File: config.mk
export PLATFORM = sky130hd
export DESIGN_NAME = uart_seq_trig_rx
export DESIGN_NICKNAME = d
export VERILOG_FILES = /design/src/rtl/uart_seq_trig_rx.sv
export SDC_FILE = /design/constraint.sdc
export NUM_CORES = 1
export LEC_CHECK = 0
export ABC_AREA = 1
export CORE_UTILIZATION = 56
export DETAILED_ROUTE_END_ITERATION = 8
export PLACE_DENSITY = 0.89
export SKIP_LAST_GASP = 1
export SLEW_MARGIN = 25
export SYNTH_ARGS = -nofsm -noshare
export SYNTH_HDL_FRONTEND = slang
export SYNTH_SLANG_ARGS = --single-unit
File: constraint.sdc
create_clock -name clk -period 3.4 [get_ports clk]
set_clock_uncertainty 0.05 [all_clocks]
set_input_delay 0.68 -clock clk [delete_from_list [all_inputs] [get_ports clk]]
set_output_delay 0.68 -clock clk [all_outputs]
set_load 0.1 [all_outputs]
File: src/rtl/uart_seq_trig_rx.sv
// UART receive trigger: deserialises RX at a runtime baud divisor with optional parity,
// keeps a sliding window of the last SEQ_LEN good bytes and pulses UARTtrig on a masked match.
module uart_seq_trig_rx #(
  parameter int DATA_BITS = 8,
  parameter int SEQ_LEN   = 2,
  parameter int BAUD_W    = 16
) (
  input  logic                           clk,
  input  logic                           rst_n,
  input  logic                           RX,
  input  logic [BAUD_W-1:0]              baud_cnt,
  input  logic [SEQ_LEN*DATA_BITS-1:0]   match,
  input  logic [SEQ_LEN*DATA_BITS-1:0]   mask,
  input  logic                           parity_en,
  input  logic                           parity_odd,
  output logic [DATA_BITS-1:0]           rx_data,
  output logic                           rx_rdy,
  output logic                           frame_err,
  output logic                           parity_err,
  output logic                           UARTtrig
);

  localparam int WIN_W = SEQ_LEN * DATA_BITS;
  localparam int VW    = $clog2(SEQ_LEN + 1);
  localparam int BW    = $clog2(DATA_BITS);
  localparam logic [VW-1:0] VALID_FULL = VW'(SEQ_LEN);
  localparam logic [BW-1:0] LAST_BIT   = BW'(DATA_BITS - 1);

  typedef enum logic [2:0] {
    S_IDLE,
    S_START,
    S_DATA,
    S_PARITY,
    S_STOP
  } state_t;

  state_t               state, state_n;
  logic                 rx_s1, rx_s2, rx_d;
  logic                 rx_fall;
  logic [BAUD_W-1:0]    cnt;
  logic                 tick;
  logic [BW-1:0]        bit_idx;
  logic [DATA_BITS-1:0] shreg;
  logic                 par_bad;
  logic [WIN_W-1:0]     win, win_next;
  logic [VW-1:0]        valid, valid_next;
  logic                 hit;

  // Synchroniser and edge-detect flops reset to the idle-high line level.
  always_ff @(posedge clk or negedge rst_n) begin
    if (!rst_n) begin
      rx_s1 <= 1'b1;
      rx_s2 <= 1'b1;
      rx_d  <= 1'b1;
    end else begin
      // NOTE: non-blocking assignments let every flop sample the pre-edge value; blocking here would collapse the chain.
      rx_s1 <= RX;
      rx_s2 <= rx_s1;
      rx_d  <= rx_s2;
    end
  end

  assign rx_fall = rx_d & ~rx_s2;
  assign tick    = (cnt == '0);

  always_ff @(posedge clk or negedge rst_n) begin
    if (!rst_n) state <= S_IDLE;
    else        state <= state_n;
  end

  always_comb begin
    // NOTE: assigning the default first keeps every path driven, so no latch is inferred.
    state_n = state;
    case (state)
      S_IDLE:   if (rx_fall) state_n = S_START;
      S_START:  if (tick) state_n = rx_s2 ? S_IDLE : S_DATA;
      S_DATA:   if (tick && bit_idx == LAST_BIT) state_n = parity_en ? S_PARITY : S_STOP;
      S_PARITY: if (tick) state_n = S_STOP;
      S_STOP:   if (tick) state_n = S_IDLE;
      default:  state_n = S_IDLE;
    endcase
  end

  // Window as it would look once the byte now in the shifter is accepted.
  always_comb begin
    win_next   = (win << DATA_BITS) | WIN_W'(shreg);
    valid_next = (valid == VALID_FULL) ? valid : valid + VW'(1);
    hit        = (((win_next ^ match) & ~mask) == '0) && (valid_next == VALID_FULL);
  end

  always_ff @(posedge clk or negedge rst_n) begin
    if (!rst_n) begin
      cnt        <= '0;
      bit_idx    <= '0;
      shreg      <= '0;
      par_bad    <= 1'b0;
      // NOTE: the window is a handful of flops, not a RAM, so it is reset to give a defined empty history.
      win        <= '0;
      valid      <= '0;
      rx_data    <= '0;
      rx_rdy     <= 1'b0;
      frame_err  <= 1'b0;
      parity_err <= 1'b0;
      UARTtrig   <= 1'b0;
    end else begin
      rx_rdy     <= 1'b0;
      frame_err  <= 1'b0;
      parity_err <= 1'b0;
      UARTtrig   <= 1'b0;
      if (state == S_IDLE) begin
        if (rx_fall) begin
          cnt     <= baud_cnt >> 1;
          par_bad <= 1'b0;
        end
      end else if (!tick) begin
        cnt <= cnt - BAUD_W'(1);
      end else begin
        cnt <= baud_cnt;
        case (state)
          S_START:  bit_idx <= '0;
          S_DATA: begin
            shreg   <= {rx_s2, shreg[DATA_BITS-1:1]};
            bit_idx <= bit_idx + BW'(1);
          end
          S_PARITY: par_bad <= (((^shreg) ^ rx_s2) != parity_odd);
          S_STOP: begin
            if (!rx_s2) begin
              frame_err <= 1'b1;
              valid     <= '0;
            end else if (par_bad) begin
              parity_err <= 1'b1;
              valid      <= '0;
            end else begin
              rx_data  <= shreg;
              rx_rdy   <= 1'b1;
              win      <= win_next;
              valid    <= valid_next;
              UARTtrig <= hit;
            end
          end
          default: ;
        endcase
      end
    end
  end

endmodule

# == Word level (Yosys, flattened, before mapping) ==
# Cells that the tools add are included.
# word_totals
out_inout_bits,12
elab_cells,93
register_bits,56
inputBits,53
# classes
eq_ne,13
n_mux,38
n_bitwise,9
addsub,3
n_reduce_logical,15
# ops
operator,n
16-bit two-way mux,3
16-bit zero test,2
1-bit two-way mux,23
3-bit two-way mux,6
16-bit bitwise AND,1
16-bit inverter,1
16-bit by 8-bit bitwise OR with 16-bit output,1
"16-bit by 1-bit subtractor with 16-bit output, second input constant",1
16-bit bitwise XOR,1
3-bit case mux with 5 select lines,1
3-bit AND reduction,4
"2-bit != test, second input constant",5
5-bit AND reduction,2
2-bit two-way mux,4
8-bit parity,1
"3-bit by 2-bit == test with 1-bit output, second input constant",2
"3-bit == test, second input constant",2
3-bit case mux with 2 select lines,1
2-bit nonzero test,3
"2-bit == test, second input constant",2
"3-bit by 1-bit adder with 3-bit output, second input constant",1
"3-bit by 1-bit == test with 1-bit output, second input constant",1
3-bit zero test,1
1-bit inverter,3
5 further kinds,6

# == Logic depth before layout (Yosys ltp) ==
# depth
ltp_word,10
depth_mapped,10
depth_no_buf,10

# == Least setup slack after synthesis ==
# No wires, ideal clock.
# synth_timing
kind,register to output
startpoint,reg rx_data[6]
endpoint,out rx_data[6]
path_stages_with_launch,1
required_ns,2.670
arrival_time_ns,0.940
path_buffers,0
path_slack_ns,1.730
cell_sequence,dfrtp_1
# synth_rtl
element,line,text
"start, declared",16,"output logic [DATA_BITS-1:0] rx_data,"
"start signal, assigned",134,rx_data <= shreg;
# No word-level cell between the ends.

# == Worst setup path after layout ==
# layout_timing
startpoint,reg UARTtrig
endpoint,out UARTtrig
# layout_rtl
element,line,text
"start, declared",20,output logic UARTtrig
"start signal, assigned",138,UARTtrig <= hit;
# No word-level cell between the ends.

==> flow_summary.ini <==
[yosys]
avgSynthCellArea_sq_um = 6.69
synthMuxAreaShare_pct = 0
synth_adder_area_share_pct = 1.92
syn_area_sq_mm = 0.00325
ys.flop_type = dfrtp_1
synthArstFlopShare_pct = 100
seq_area_frac_synth_pct = 37.1
yosysUniqueCellTypes = 32
syn_inst = 486
ys_ff_latch = 48
synth_top_area_cell = dfrtp_1
synth_compound_area_share_pct = 9.62
synthTopCellsByArea = dfrtp_1 35%, nand2_1 18%, nor2_1 9.2%, inv_1 6.6%, nand3_1 5.2%
yosys.area_share.simple_pct = 40.9
synthXorXnorAreaFrac_pct = 2.42
synth_fp_nets = 544
synth_top_area_share_pct = 34.6
synth_top_family_by_area = simple AND/OR/NAND/NOR gates
synth-edff-count = 0
ys_warn_count = 0

[worst_setup_path]
cp-startpoint = UARTtrig
required_ns = 2.67
crit_family = buffers and inverters
end_kind = output pin
critPathMaxStageDelay_ns = 1.12
start_kind = flop
r2r_start = state[0]
path_class = reg -> out
cp_max_fo = 1
crit_buf_inv = 1
slowest_stage = clkdlybuf4s50_1
critPathArrivalTime_ns = 1.76
crit_chain = clkdlybuf4s50_1

[grt]
grt-ovfl-total = 0
track_usage_pct = 29.6
grt_max_degree = 49
grt_antenna_before_repair = 0
grt_pass1_vias = 3184
grt_pass1_wl_um = 14200

[timing]
drv_slew = 0
setup_ws_ns = 0.912
rsz0062_at_grt = no
period_needed_ns = 2.49
slew_headroom_pct = 35.6
final.period_utilization_pct = 73.2
setup_viol = 0
worstMarginPinSlew_ns = 0.964
setup_tns_ns = 0
clock.fmax_ghz = 0.402
hold_viol_final = 0

[clock_tree]
clkTransAtPathRegs_ns = 0.09
cts.sinks = 48
cts_buffer_depth = 2
cts_root_buf = clkbuf_8
numCtsBuffers = 5
cts_resized = 0
cts_setup_buffers = 0
cts_tree = done
htree_levels = 2
holdBufCountCts = 0
clk_latency_ns = 0.31

[detailed_routing]
routed_wl_um = 8390
final_antenna_net_count = 0
initialDrtViolationCount = 290
vias = 3357
drc = 0
wl_per_cell_um = 13.4
drt_first_pass_iters = 5
post_drt_via_cell_ratio = 5.38

[floorplan]
ios = 65
dieArea_sq_mm = 0.00612
die_w_um = 78.2
coreArea_sq_mm = 0.00554
rows = 27
initial_core_util_pct = 58.7
die_h_um = 78.2

[pwr]
peakVddDrop_mv = 0.259
power.net_switching_mw = 0.239
pwr-share-clk_pct = 39.5
power.internal_mw = 0.876
seq_power_share_pct = 51.6
comb_power_share_pct = 8.9
swShare_pct = 21.5
p_leak_nw = 2.03
power.density_mw_per_mm2 = 276

[hold_path]
min_path_type = reg -> reg
hold_path.startpoint = rx_s1

[layout]
diodes = 0
mostFrequentLayoutCells = 157 x nand2_1, 80 x nor2_1, 57 x inv_1
nNetsFinal = 609
final_cell_area_sq_mm = 0.00404
areaGrowthSynthToFinish_pct = 24.1
drive_above_1_share_pct = 9.24
mostFrequentLayoutCell = nand2_1

[placement]
dp_hpwl_um = 6250
pre_cts_ws_ns = 1.18
gp_routability_congestion = 0.913
port-buffer-count = 64
dpl-instance-area_sq_mm = 0.00392

[job]
maxCapViolations = 0

[run_status]
outcome = finished clean
## registers in the layout, summed over array words and instances, names as in the netlist
signal      cells
rx_d            1
state           3
bit_idx         3
valid           2
cnt            16
rx_s2           1
parity_err      1
UARTtrig        1
rx_rdy          1
rx_s1           1
rx_data         8
frame_err       1
shreg           8
par_bad         1
## power by group through the flow
| stage | Clock (mW) | Combinational, mW | Sequential (mW) |
|---|---|---|---|
| global placement | 0 | 0.0970 | 0.586 |
| CTS | 0.444 | 0.100 | 0.575 |
| finish | 0.441 | 0.0995 | 0.575 |
| global route | 0.473 | 0.109 | 0.575 |
| floorplan | 0 | 0.0199 | 0.586 |
| detailed placement | 0 | 0.0997 | 0.586 |
## worst paths after layout
check,endpoint,slack [ns],depth (start not counted)
worst max-delay path,UARTtrig,0.91,1
worst min-delay path,rx_s2,0.31,0
worst max register to register,cnt[3],1.10,8
worst min register to register,rx_s2,0.31,0
max in group asynchronous,bit_idx[0],2.56,1
min in group asynchronous,cnt[8],0.32,1
## synthesized netlist by cell type, types with 4 or more instances
master,count
nand2_1,157
inv_1,57
o21ai_2,9
nor2_1,80
a21oi_1,9
nor2_2,4
dfrtp_1,45
nand4_1,8
nor3_1,5
xor2_1,4
ha_1,5
xnor2_1,5
o21ai_0,31
nand3_1,34
## layout make-up
cell class / instances / area, sq um
clock buffer: 6 / 82.6
clock inverter: 2 / 38.8
fill: 438 / 1500
inverter: 58 / 218
multi-input combinational: 373 / 1780
sequential: 48 / 1200
tap: 72 / 90.1
timing repair buffer: 65 / 618
## cell families (layout without fill, tap and decap cells)
group | after synthesis | after routing
simple gates | 305 | 305
xor+xnor | 9 | 9
compound gates | 54 | 54
buf+inv | 65 | 131
fa+ha+maj | 5 | 5
flops | 48 | 48
## routing by layer
| metal | vias up | track usage, % | share of wire [%] |
|---|---|---|---|
| met3 | 22 | 6.05 | 6.3 |
| met5 | - | 0 | 0 |
| met2 | 125 | 51.8 | 51 |
| li1 | 1662 | - | - |
| met4 | 0 | 8.89 | 1.8 |
| met1 | 1548 | 36.5 | 41 |
## stage by stage
stage | power (mW) | hold WS, ns | cells | utilization (%)
6_report | 1.12 | 0.312 | 624 | 72.9
5_1_grt | 1.16 | 0.318 | 624 | 72.9
4_1_cts | 1.12 | 0.312 | 624 | 72.9
3_5_place_dp | 0.686 | 0.299 | 616 | 70.7
3_3_place_gp | 0.683 | 0.298 | 616 | 70.6
2_1_floorplan | 0.606 | 0.295 | 486 | -
Power figures use the tool's default switching activity.
